File: src/rtl/seg_pkg.sv
// Shared types, constants and leading-zero helper for the 7-segment scan path.
// Latency: none (types and a pure combinational function only).
// Backpressure: not applicable.
package seg_pkg;

    typedef logic [3:0] bcd_digit_t;

    // Code the downstream decoder renders as an unlit digit.
    localparam bcd_digit_t BLANK_CODE = 4'hF;

    // Widest display supported; narrower displays zero-extend into this.
    localparam int MAX_DIGITS = 8;

    // Bit k set when digit k (k>0) and every more significant digit are zero.
    // Digit 0 is never marked so an all-zero value still shows a single "0".
    function automatic logic [MAX_DIGITS-1:0] lz_mask(
        input logic [4*MAX_DIGITS-1:0] value,
        input int                      num_digits
    );
        logic [MAX_DIGITS-1:0] mask;
        logic                  nonzero_above;
        mask          = '0;
        nonzero_above = 1'b0;
        for (int k = MAX_DIGITS - 1; k >= 0; k--) begin
            if (k < num_digits) begin
                if (value[4*k +: 4] != 4'h0) begin
                    nonzero_above = 1'b1;
                end
                mask[k] = (k != 0) && !nonzero_above;
            end
        end
        return mask;
    endfunction

endpackage

File: src/rtl/refresh_divider.sv
// Digit-slot timer: counts REFRESH_DIV cycles per slot, flags slot end and lit start.
// Latency: strobes are combinational from the counter register (valid the cycle before the edge they mark).
// Backpressure: none; free-running from reset.
module refresh_divider #(
    parameter int REFRESH_DIV  = 50000,
    parameter int BLANK_CYCLES = 2
) (
    input  logic clk,
    input  logic rst_n,
    output logic slot_end,
    output logic lit_start
);

    localparam int CNT_W = (REFRESH_DIV > 1) ? $clog2(REFRESH_DIV) : 1;

    logic [CNT_W-1:0] div_cnt_q;
    logic [CNT_W-1:0] div_cnt_d;

    // Next count; slot_end marks the wrap edge, lit_start the edge reaching BLANK_CYCLES.
    always_comb begin
        slot_end  = (div_cnt_q == CNT_W'(REFRESH_DIV - 1));
        div_cnt_d = slot_end ? '0 : div_cnt_q + CNT_W'(1);
        lit_start = (div_cnt_d == CNT_W'(BLANK_CYCLES));
    end

    // Counter register.
    always_ff @(posedge clk or negedge rst_n) begin
        if (!rst_n) begin
            div_cnt_q <= '0;
        end else begin
            div_cnt_q <= div_cnt_d;
        end
    end

endmodule

File: src/rtl/seg_scan_ctrl.sv
// Multiplexed 7-segment scan: shadow/active BCD frame buffering, digit select, anode drive, LZ blanking.
// Latency: num_out/anode_n registered; a load shows at the next frame commit (same-cycle load bypasses shadow).
// Backpressure: none; load is a fire-and-forget strobe, last load before commit wins.
module seg_scan_ctrl
    import seg_pkg::*;
#(
    parameter int NUM_DIGITS   = 4,
    parameter int REFRESH_DIV  = 50000,
    parameter int BLANK_CYCLES = 2
) (
    input  logic                    clk,
    input  logic                    rst_n,
    input  logic                    load,
    input  logic [4*NUM_DIGITS-1:0] bcd_in,
    input  logic                    blank_lz,
    output logic [3:0]              num_out,
    output logic [NUM_DIGITS-1:0]   anode_n,
    output logic                    frame_done
);

    localparam int W     = 4 * NUM_DIGITS;
    localparam int IDX_W = $clog2(NUM_DIGITS);
    localparam logic [IDX_W-1:0] LAST_IDX = IDX_W'(NUM_DIGITS - 1);

    logic                  slot_end;
    logic                  lit_start;
    logic                  commit;

    logic [W-1:0]          shadow_q;
    logic [W-1:0]          shadow_d;
    logic [W-1:0]          active_q;
    logic [W-1:0]          active_d;
    logic [IDX_W-1:0]      index_q;
    logic [IDX_W-1:0]      index_d;
    bcd_digit_t            num_out_q;
    bcd_digit_t            num_out_d;
    logic [NUM_DIGITS-1:0] anode_n_q;
    logic [NUM_DIGITS-1:0] anode_n_d;
    logic                  frame_done_q;
    logic                  frame_done_d;

    logic [4*MAX_DIGITS-1:0] frame_ext;
    logic [MAX_DIGITS-1:0]   blank_mask;
    bcd_digit_t              sel_digit;
    logic                    sel_blank;

    refresh_divider #(
        .REFRESH_DIV  (REFRESH_DIV),
        .BLANK_CYCLES (BLANK_CYCLES)
    ) u_div (
        .clk       (clk),
        .rst_n     (rst_n),
        .slot_end  (slot_end),
        .lit_start (lit_start)
    );

    // Shadow capture: last load wins, no handshake back to the SPI side.
    always_comb begin
        shadow_d = load ? bcd_in : shadow_q;
    end

    // Slot sequencing and frame commit; a load on the commit cycle goes straight to active.
    always_comb begin
        commit       = slot_end && (index_q == LAST_IDX);
        index_d      = index_q;
        active_d     = active_q;
        frame_done_d = commit;
        if (slot_end) begin
            index_d = commit ? '0 : index_q + IDX_W'(1);
        end
        if (commit) begin
            active_d = load ? bcd_in : shadow_q;
        end
    end

    // Digit code for the slot being entered, taken from the frame that slot will display.
    always_comb begin
        frame_ext            = '0;
        frame_ext[W-1:0]     = active_d;
        blank_mask           = lz_mask(frame_ext, NUM_DIGITS);
        sel_digit            = '0;
        sel_blank            = 1'b0;
        for (int k = 0; k < NUM_DIGITS; k++) begin
            if (index_d == IDX_W'(k)) begin
                sel_digit = active_d[4*k +: 4];
                sel_blank = blank_mask[k];
            end
        end
        num_out_d = num_out_q;
        if (slot_end) begin
            num_out_d = (blank_lz && sel_blank) ? BLANK_CODE : sel_digit;
        end
    end

    // Anodes go dark on every slot change and light the current digit after the blank interval.
    always_comb begin
        anode_n_d = anode_n_q;
        if (slot_end) begin
            anode_n_d = '1;
        end
        if (lit_start) begin
            for (int k = 0; k < NUM_DIGITS; k++) begin
                anode_n_d[k] = (index_d != IDX_W'(k));
            end
        end
    end

    // State and output registers.
    always_ff @(posedge clk or negedge rst_n) begin
        if (!rst_n) begin
            shadow_q     <= '0;
            active_q     <= '0;
            index_q      <= '0;
            num_out_q    <= BLANK_CODE;
            anode_n_q    <= '1;
            frame_done_q <= 1'b0;
        end else begin
            shadow_q     <= shadow_d;
            active_q     <= active_d;
            index_q      <= index_d;
            num_out_q    <= num_out_d;
            anode_n_q    <= anode_n_d;
            frame_done_q <= frame_done_d;
        end
    end

    assign num_out    = num_out_q;
    assign anode_n    = anode_n_q;
    assign frame_done = frame_done_q;

`ifndef SYNTHESIS
    // Two lit digits at once would short segment currents across digits.
    a_one_anode: assert property (@(posedge clk) disable iff (!rst_n) $countones(~anode_n_q) <= 1);
`endif

endmodule

File: config.mk
export PLATFORM = sky130hd
export DESIGN_NAME = seg_scan_ctrl
export DESIGN_NICKNAME = d
export VERILOG_FILES = /design/src/rtl/seg_pkg.sv /design/src/rtl/refresh_divider.sv /design/src/rtl/seg_scan_ctrl.sv
export SDC_FILE = /design/constraint.sdc
export NUM_CORES = 1
export LEC_CHECK = 0
export BUFFER_PORTS_ARGS = -buffer_cell sky130_fd_sc_hd__buf_2
export CORE_ASPECT_RATIO = 0.7
export CORE_MARGIN = 2
export CORE_UTILIZATION = 55
export CTS_BUF_LIST = sky130_fd_sc_hd__clkbuf_8
export DETAILED_ROUTE_END_ITERATION = 8
export PLACE_DENSITY = 0.79
export SLEW_MARGIN = 20
export SYNTH_ARGS = -nofsm -noshare
export SYNTH_HDL_FRONTEND = slang
export SYNTH_SLANG_ARGS = --single-unit
File: constraint.sdc
create_clock -name clk -period 2.5 [get_ports clk]
set_clock_uncertainty 0.15 [all_clocks]
set_input_delay 0.375 -clock clk [delete_from_list [all_inputs] [get_ports clk]]
set_output_delay 0.375 -clock clk [all_outputs]
set_load 0.05 [all_outputs]
==> flow_summary.toml, run 1 <==
[detailed_routing]
vias = 1967
drt-total-wl_um = 5770
via_per_inst = 5.53
drt-pass1-iter-count = 4
drc_errors = 0
postRouteAntennaNets = 0
wl_per_cell_um = 16.2
drt_iter0_markers = 143

[timing]
fmaxAchievable_mhz = 421
tightest_slew_ns = 0.698
setup_viol = 0
fin_ws_ns = 0.122
period_minus_slack_ns = 2.38
slew_headroom_pct = 53.5
finalHoldViolations = 0
slew_viol_final = 0
timing.final.crit_share_pct = 95.1

[clock_tree]
holdBufCountCts = 0
cts_root_buf = "clkbuf_8"
cts_max_level = 3
clock_path_buffers = 2
cts-buffers-inserted = 9
clkLatencyLatePin_ns = 0.34
cts_tree = "yes"
clk_pin_slew_worst_paths_ns = 0.07
clock-sinks = 59

[worst_setup_path]
worstPathArrival_ns = 2.50
crit_chain = "nor4b_4, and4b_4, buf_4, mux2i_2, a211oi_1, o31a_1, a21oi_1"
slowest_delay_ns = 0.42
endpoint_kind = "register"
cp_slowest_cell = "dfrtp_1"
crit_fanout = 5
worst_ep_required_time_ns = 2.62
criticalPathCategory = "reg2reg"
cp-startpoint = "u_div.div_cnt_q[11]$_DFF_PN0_"
r2r-start = "u_div.div_cnt_q[11]$_DFF_PN0_"
setup.worst_path.start_class = "register"

[placement]
dp_slack_ns = -0.0186
portBuffers = 28
place_congestion = 0.917
hpwl_um = 4110

[synth]
synth_enable_flop_cells = 0
synthFlopType = "dfrtp_1"
syn_avg_cell_area_um2 = 12.2
ys_seq_area_share_pct = 52.5
yosysWarnings = 0
synth_area_um2 = 2830
synthMuxAreaShare_pct = 14.4
synth_fa_ha_area_share_pct = 1.32
synth-simple-area-share_pct = 17.0
syn_nets = 256
syn_inst = 233
synth_top_family_by_area = "simple AND/OR/NAND/NOR gates"
synth-compound-area-share_pct = 6.93
synth-xor-area-share_pct = 4.64
synth_seq_cells = 59
synthArstFlopShare_pct = 100
synth.distinct_cells = 52

[floorplanning]
num_rows = 21
die-area_um2 = 5750
pin_count = 29
start_util_pct = 58.3
dieHeight_um = 64.1
fp.dieW_um = 89.8
fp.coreArea_um2 = 4860

[grt]
grt_pass1_wl_um = 10300
antenna_found_initial = 0
grt_pass1_vias = 2015
grt_overflow_total = 0
grt_max_degree = 60
grt_usage_pct = 23.6

[power_and_ir_drop]
p_leak_nw = 1.52
power_density_nw_per_um2 = 552
ir_drop_mv = 0.385

[cells_and_area]
finalNetCount = 305
drive_gt1_share_pct = 39.4
syn_to_final_growth_pct = 18.0
fin_util_pct = 68.8
antennaDiodeCount = 0

[status]
outcome = "finished clean"

[job]
maxCapViolations = 0

[hold_path]
hold_class = "in2async"
[area by class of cell]
type / instances / area, µm²
Fill cell: 350 / 1520
Sequential cell: 59 / 1490
Multi-Input combinational cell: 157 / 1270
Timing Repair Buffer: 47 / 295
Clock buffer: 9 / 124
Tap cell: 69 / 86.3
Clock inverter: 7 / 45.0
Inverter: 8 / 32.5
[cell usage in the layout (no fill, tap or decap), types with 2 or more instances in the layout]
cell type   instances
a211oi_1            3
a21oi_1             5
a31o_1              3
and2_0              3
and2_1              3
and4_1              5
buf_2              28
buf_4              18
clkbuf_8            9
clkinv_2            3
clkinvlp_4          4
dfrtp_1            51
dfstp_2             8
ha_1                2
inv_1               7
mux2_1              3
mux2_2             19
mux2_4              3
mux2i_1             7
mux2i_2             2
nand2_1            20
nand3_1             2
nand4_1             7
nor2_1             22
nor4_1              3
nor4_4              2
o21ai_1             3
xnor2_1             9
xor2_1              6
[metal layers]
| metal | part of all wire (%) | track usage, % | routed length, µm | vias up |
|---|---|---|---|---|
| li1 | - | - | - | 926 |
| met1 | 50 | 33.8 | 2860 | 981 |
| met2 | 42 | 33.7 | 2450 | 48 |
| met3 | 6.1 | 7.08 | 353 | 12 |
| met4 | 1.8 | 9.81 | 105 | 0 |
| met5 | 0 | 0 | 0 | - |
[worst paths after layout]
| path | endpoint | slack (ns) | cells after the start |
|---|---|---|---|
| hold / removal | shadow_q[10]$_DFF_PN0_ | 0.01 | 2 |
| setup / recovery | num_out[3]$_DFFE_PN1N_ | 0.12 | 7 |
| max in group asynchronous | u_div.div_cnt_q[15]$_DFF_PN0_ | 1.73 | 2 |
| min in group clk | shadow_q[3]$_DFF_PN0_ | 0.12 | 2 |
| hold reg to reg | active_q[3]$_DFF_PN0_ | 0.35 | 1 |
| setup reg to reg | num_out[3]$_DFFE_PN1N_ | 0.12 | 7 |
[per-stage QoR]
step / power [mW] / cell area (µm²) / setup TNS [ns] / hold WS, ns / cells
final: 1.85 / 3340 / 0 / 0.0101 / 356
after global routing: 1.93 / 3340 / -0.0124 / 0.0906 / 356
after CTS: 1.87 / 3300 / 0 / 0.0247 / 354
after detailed placement: 1.13 / 3130 / -0.0186 / 0.334 / 338
after global placement: 1.12 / 3130 / 0 / 0.327 / 338
after floorplan: 1.08 / 2830 / 0 / -0.0706 / 233
[state kept, by name, summed over array words and instances, names as in the netlist]
register         flops
frame_done           1
active_q            16
shadow_q            16
anode_n              4
u_div.div_cnt_q     16
index_q              2
num_out              4
[cell usage after synthesis, drive strengths merged (2+ instances only)]
library cell,number,share of area [%]
a211oi,4,1.1
a21oi,5,0.88
a31o,4,1.2
and2,6,1.3
and4,5,1.5
and4bb,2,1.0
buf,7,1.8
clkbuf,2,0.31
dfrtp,51,45
dfstp,8,7.4
ha,3,1.3
inv,8,1.1
mux2,25,10
mux2i,10,4.1
nand2,20,2.6
nand3,3,0.71
nand4,8,2.0
nor2,23,3.0
nor4,5,2.2
o21ai,4,0.71
xnor2,9,2.8
xor2,6,1.9
[what timing repair did]
action | in CTS | in global routing
endpoints found under the setup margin | 0 | 8
buffers inserted | 0 | 2
endpoints found under the hold margin | 0 | 0
gates resized for setup | 0 | 10
[cell families after synthesis]
group	count (synthesis)
AND/OR/NAND/NOR	79
flip-flops	59
multiplexers	35
AO/OA/AOI/OAI	25
buffers and inverters	17
XOR/XNOR	15
adder cells (fa/ha/maj)	3
[critical path: cells and delay by family, from the launching register on]
kind / cells / cell delay (ns)
buf+inv: 1 / 0.18
simple gates: 2 / 0.74
flops: 1 / 0.42
mux: 1 / 0.23
compound gates: 3 / 0.59
[where the power goes]
group / leakage (nW) / internal, mW / switching, mW
registers: 0.712 / 0.991 / 0.0114
clock network: 0.0770 / 0.352 / 0.382
logic: 0.734 / 0.0506 / 0.0587
Power figures use the tool's default switching activity.
==> run 2: changes to the inputs <==
RECOVER_POWER = 100   (was not set)
==> run 2 against run 1 <==
Core utilization down 0.51 points; design area fell by 0.75%; total power down 0.23%; register-to-register slack worse by 0.02 ns; combinational power fell by 5%; count of clock-buffer cells in the layout did not move; first-iteration DRC count is 5.6% lower; sequential power about the same; clock power about the same; non-clock buffer count is the same; critical path depth did not move; critical path type unchanged; largest cell class unchanged; highest routed layer unchanged.
==> flow_summary.toml, run 2 (same netlist as run 1, synthesis figures left out) <==
[worst_setup_path]
r2r_slack_ns = 0.1
r2r-start = "u_div.div_cnt_q[11]$_DFF_PN0_"
reg2regPathDepth = 7
worstPathArrival_ns = 2.53
criticalPathCategory = "reg2reg"
crit_end = "num_out[0]$_DFFE_PN1N_"
worst_ep_required_time_ns = 2.62
crit_fanout = 17
endpoint_kind = "register"
cp-startpoint = "u_div.div_cnt_q[11]$_DFF_PN0_"
setup.worst_path.start_class = "register"
rr_endpoint = "num_out[0]$_DFFE_PN1N_"

[placement]
dp_slack_ns = -0.0186
portBuffers = 28
placed_area_um2 = 3130
place_congestion = 0.917
hpwl_um = 4110

[grt]
grt_max_degree = 60
grt_pass1_vias = 2015
grt_pass1_wl_um = 10300
antenna_found_initial = 0
grt_overflow_total = 0
grt_usage_pct = 23.6

[power_and_ir_drop]
ir_drop_mv = 0.383
clkPwrFrac_pct = 39.9
p_leak_nw = 1.50
comb_power_share_pct = 5.6
seq_power_share_pct = 54.4
power_density_nw_per_um2 = 555
p_switching_uw = 453
p_sw_share_pct = 24.6
internal_power_mw = 1.39

[timing]
period_minus_slack_ns = 2.40
slew_viol_final = 0
fmaxAchievable_mhz = 417
finalHoldViolations = 0
fin_ws_ns = 0.0997
timing.final.crit_share_pct = 96.0
slew_headroom_pct = 8.69
setup_viol = 0
tightest_slew_ns = 1.37

[clock_tree]
cts-buffers-inserted = 9
cts_tree = "yes"
holdBufCountCts = 0
clock_path_buffers = 2
cts_max_level = 3
clk_pin_slew_worst_paths_ns = 0.07
clock-sinks = 59
cts_root_buf = "clkbuf_8"
clkLatencyLatePin_ns = 0.34

[hold_path]
worstHoldStart = "bcd_in[3]"
hold_class = "in2reg"

[cells_and_area]
layout_commonest_cell = "dfrtp_1"
final_area_um2 = 3320
syn_to_final_growth_pct = 17.1
final_cell_mix = "dfrtp_1, nor2_1, nand2_1"
top_regs = "active_q x16, shadow_q x16, u_div.div_cnt_q x16"
antennaDiodeCount = 0
drive_gt1_share_pct = 33.8
finalNetCount = 305

[detailed_routing]
drc_errors = 0
met2WireLength_um = 2450
postRouteAntennaNets = 0
wl_per_cell_um = 16.2
vias = 1968
drt_iter0_markers = 135
highest_layer = "met4"
via_per_inst = 5.53
drt-met1-wl_um = 2910
drt-total-wl_um = 5780
dr_wl_met3_um = 315
drt-pass1-iter-count = 4

[floorplanning]
num_rows = 21
dieHeight_um = 64.1
start_util_pct = 58.3
pin_count = 29
fp.coreArea_um2 = 4860
die-area_um2 = 5750
fp.dieW_um = 89.8

[job]
maxCapViolations = 0

[status]
outcome = "finished clean"
==> run 2: cell type report <==
type | count | area [µm²]
Inverter | 8 | 32.5
Clock inverter | 7 | 45.0
Clock buffer | 9 | 124
Tap cell | 69 | 86.3
Fill cell | 361 | 1540
Multi-Input combinational cell | 157 | 1270
Sequential cell | 59 | 1490
Timing Repair Buffer | 47 | 278
==> run 2: how the worst min path moves through the flow <==
stage / to / cells after the start
2_1_floorplan: active_q[0]$_DFF_PN0_ / 0
3_3_place_gp: active_q[2]$_DFF_PN0_ / 1
3_5_place_dp: shadow_q[15]$_DFF_PN0_ / 2
4_1_cts: shadow_q[10]$_DFF_PN0_ / 2
5_1_grt: shadow_q[3]$_DFF_PN0_ / 2
6_report: shadow_q[3]$_DFF_PN0_ / 2
==> run 2: layer usage <==
metal | track usage [%] | up-vias
li1 | - | 926
met1 | 33.8 | 986
met2 | 33.7 | 45
met3 | 7.08 | 11
met4 | 9.81 | 0
met5 | 0 | -
==> run 2: what timing repair did <==
item                                   4_1_cts  5_1_grt
resized for setup                            0       10
endpoints found under the hold margin        0        0
setup buffers                                0        2
setup endpoints to repair                    0        8
==> run 2: power by group through the flow <==
stage | Sequential [mW] | Clock [mW] | Combinational, mW
2_1_floorplan | 1.02 | 0 | 0.0619
3_3_place_gp | 1.02 | 0 | 0.106
3_5_place_dp | 1.02 | 0 | 0.108
4_1_cts | 1.00 | 0.753 | 0.110
5_1_grt | 1.00 | 0.800 | 0.119
6_report | 1.00 | 0.735 | 0.104
==> run 2: worst max-delay path, stage by stage (launching register included) <==
cell     delay, ns
dfrtp_1       0.42
nor4b_4       0.38
nand4_2       0.29
buf_4         0.30
o21ai_1       0.27
nand2_1       0.13
a31o_1        0.23
a21oi_1       0.15
==> run 2: per-stage QoR <==
stage | cells | total power, mW | hold WS (ns) | utilization, % | setup TNS, ns
detailed placement | 338 | 1.13 | 0.334 | 64.4 | -0.0186
global placement | 338 | 1.12 | 0.327 | 64.4 | 0
CTS | 354 | 1.87 | 0.0247 | 67.8 | 0
finish | 356 | 1.84 | 0.121 | 68.3 | 0
floorplan | 233 | 1.08 | -0.0706 | - | 0
global route | 356 | 1.92 | 0.113 | 68.3 | -0.0124
==> run 3: changes to the inputs <==
ABC_AREA = 1   (was not set)
CELL_PAD_IN_SITES_DETAIL_PLACEMENT = 1   (was not set)
CELL_PAD_IN_SITES_GLOBAL_PLACEMENT = 2   (was not set)
CORE_UTILIZATION = 33   (was 55)
PLACE_DENSITY = 0.78   (was 0.79)
==> run 3 against run 2 <==
Count of clock-buffer cells in the layout unchanged; maximum frequency grew 5.5%; sequential cell count unchanged; core utilization is 28 points lower; non-clock buffer count down 11; critical path type unchanged.
==> flow_summary.toml, run 3 <==
[clock_tree]
clk_pin_slew_worst_paths_ns = 0.07
clock_path_buffers = 2
cts-buffers-inserted = 9
clock-sinks = 59
cts_max_level = 3
cts_root_buf = "clkbuf_8"
clkLatencyLatePin_ns = 0.35
cts_tree = "yes"

[timing]
setup_viol = 0
rsz0062_at_grt = "no"
finalHoldViolations = 0
period_minus_slack_ns = 2.28
fin_hold_ws_ns = 0.102
tightest_slew_ns = 1.43
fin_tns_setup_ns = 0
fmaxAchievable_mhz = 440
slew_headroom_pct = 4.68
timing.final.crit_share_pct = 91.0
slew_viol_final = 0

[placement]
hpwl_um = 6410
portBuffers = 28
placed_area_um2 = 3440
place_congestion = 0.867

[synth]
synth_seq_cells = 59
syn_inst = 385
synth_enable_flop_cells = 0
yosysWarnings = 0
synth.distinct_cells = 33
synth_commonest_cells = "nand2_1, dfrtp_1, inv_1"
synthArstFlopShare_pct = 100
ys_top_cells_by_area = "dfrtp_1, nand2_1, dfstp_2"
yosys.area.top_type_share_pct = 40.8
synthFlopType = "dfrtp_1"
synth_top_cell_by_area = "dfrtp_1"
synth_most_common_cell = "nand2_1"
ys_seq_area_share_pct = 47.6
synth_area_um2 = 3130
syn_avg_cell_area_um2 = 8.12
syn_nets = 408

[worst_setup_path]
setup.worst_path.start_class = "register"
rr_endpoint = "anode_n[1]$_DFFE_PN1P_"
endpoint_kind = "register"
r2r-start = "u_div.div_cnt_q[0]$_DFF_PN0_"
criticalPathCategory = "reg2reg"
worstPathArrival_ns = 2.42
worst_ep_required_time_ns = 2.65
crit_end = "anode_n[1]$_DFFE_PN1P_"
reg2regPathDepth = 13
r2r_slack_ns = 0.22
crit_fanout = 6
cp-startpoint = "u_div.div_cnt_q[0]$_DFF_PN0_"

[grt]
grt_max_degree = 36
grt_pass1_wl_um = 14100
antenna_found_initial = 0
grt.met1_usage_pct = 27.7
met3_usage_pct = 4.70
grt_pass1_vias = 2687
grt-busiest-layer = "met1"
grt_usage_pct = 18.1
use_met2_pct = 24.9
grt_overflow_total = 0

[cells_and_area]
drive_gt1_share_pct = 21.1
layout_commonest_cell = "nand2_1"
final_area_um2 = 3650
top_regs = "active_q x16, shadow_q x16, u_div.div_cnt_q x16"
antennaDiodeCount = 0
final_cell_mix = "nand2_1, dfrtp_1, inv_1"
syn_to_final_growth_pct = 16.9
finalNetCount = 449

[floorplanning]
start_util_pct = 34.2
fp.dieW_um = 120
die-area_um2 = 10300
fp.coreArea_um2 = 9140
dieHeight_um = 85.4
num_rows = 29
pin_count = 29

[detailed_routing]
vias = 2609
drt-total-wl_um = 8270
wl_per_cell_um = 14.9
drt_iter0_markers = 100
drt-pass1-iter-count = 4
drc_errors = 0
via_per_inst = 4.70
postRouteAntennaNets = 0

[job]
maxCapViolations = 0

[hold_path]
worstHoldStart = "bcd_in[14]"
hold_class = "in2reg"

[power_and_ir_drop]
p_leak_nw = 1.89
ir_drop_mv = 0.312
power_density_nw_per_um2 = 561

[status]
outcome = "finished clean"
## run 3: cell count changes after synthesis, moves of 7 or more
cell,before,now
inv_1,7,39
mux2_2,19,0
mux2i_1,8,0
nand2_1,20,138
nand2_2,0,15
nand3_1,2,23
nand4_1,7,14
nor2_2,0,8
xnor2_1,9,1
## run 3: how the worst min path moves through the flow
stage / slack [ns] / depth (start not counted) / endpoint
5_1_grt: 0.11 / 3 / shadow_q[2]$_DFF_PN0_
4_1_cts: 0.09 / 3 / shadow_q[3]$_DFF_PN0_
2_1_floorplan: -0.07 / 0 / active_q[0]$_DFF_PN0_
3_3_place_gp: 0.27 / 1 / u_div.div_cnt_q[11]$_DFF_PN0_
3_5_place_dp: 0.27 / 1 / u_div.div_cnt_q[11]$_DFF_PN0_
6_report: 0.10 / 3 / shadow_q[14]$_DFF_PN0_
## run 3: what timing repair did
item	in CTS	in global routing
buffers inserted	0	1
endpoints found under the hold margin	24	0
gates resized for setup	0	2
hold buffers	1	0
setup endpoints to repair	0	4
## run 3: power breakdown
| part | internal [mW] | switching (mW) | leakage [nW] |
|---|---|---|---|
| Sequential | 0.977 | 0.00582 | 0.683 |
| Combinational | 0.0269 | 0.0568 | 1.09 |
| Clock | 0.569 | 0.413 | 0.114 |
| Total | 1.57 | 0.476 | 1.89 |
## run 3: layout make-up
type | instances | area (µm²)
Sequential cell | 59 | 1490
Clock buffer | 9 | 124
Timing Repair Buffer | 36 | 198
Fill cell | 1166 | 5490
Multi-Input combinational cell | 274 | 1410
Tap cell | 124 | 155
Clock inverter | 7 | 100
Inverter | 46 | 176
## run 3: cells by family (layout without fill, tap and decap cells)
family | after synthesis | count (layout) | share of synthesized area, %
AOI/OAI and AO/OA | 19 | 19 | 3.64
xor gates and xnor gates | 3 | 3 | 0.841
adders and majority gates | 3 | 3 | 1.20
buffers and inverters | 52 | 98 | 6.65
DFF | 59 | 59 | 47.6
and+or+nand+nor | 249 | 249 | 40.1
## run 3: worst max-delay path, cell delays in order (launching register included)
cell,delay [ns]
dfrtp_1,0.42
ha_2,0.24
nand3_4,0.17
nor2_2,0.18
nand2_1,0.13
clkinv_1,0.09
nand3_1,0.07
nand3_1,0.13
nand2_1,0.10
nor2_4,0.19
nand3_4,0.12
nand2_2,0.10
nand2_1,0.06
nand2_1,0.06
## run 3: metal layers
layer | share of wire, % | routed length, µm | vias to the layer above
met5 | 0 | 0 | -
met4 | 1.2 | 96 | 0
met3 | 4.4 | 360 | 7
met2 | 39 | 3260 | 47
met1 | 55 | 4550 | 1259
li1 | - | - | 1296
## run 3: through the flow
| stage | total power [mW] | setup slack [ns] | utilization [%] | std cells |
|---|---|---|---|---|
| CTS | 2.09 | 0.126 | 40.2 | 554 |
| detailed placement | 1.09 | 0.136 | 37.7 | 537 |
| global placement | 1.08 | 0.211 | 37.7 | 537 |
| floorplan | 1.03 | 0.515 | - | 385 |
| global route | 2.15 | 0.0189 | 40.0 | 555 |
| finish | 2.05 | 0.225 | 40.0 | 555 |
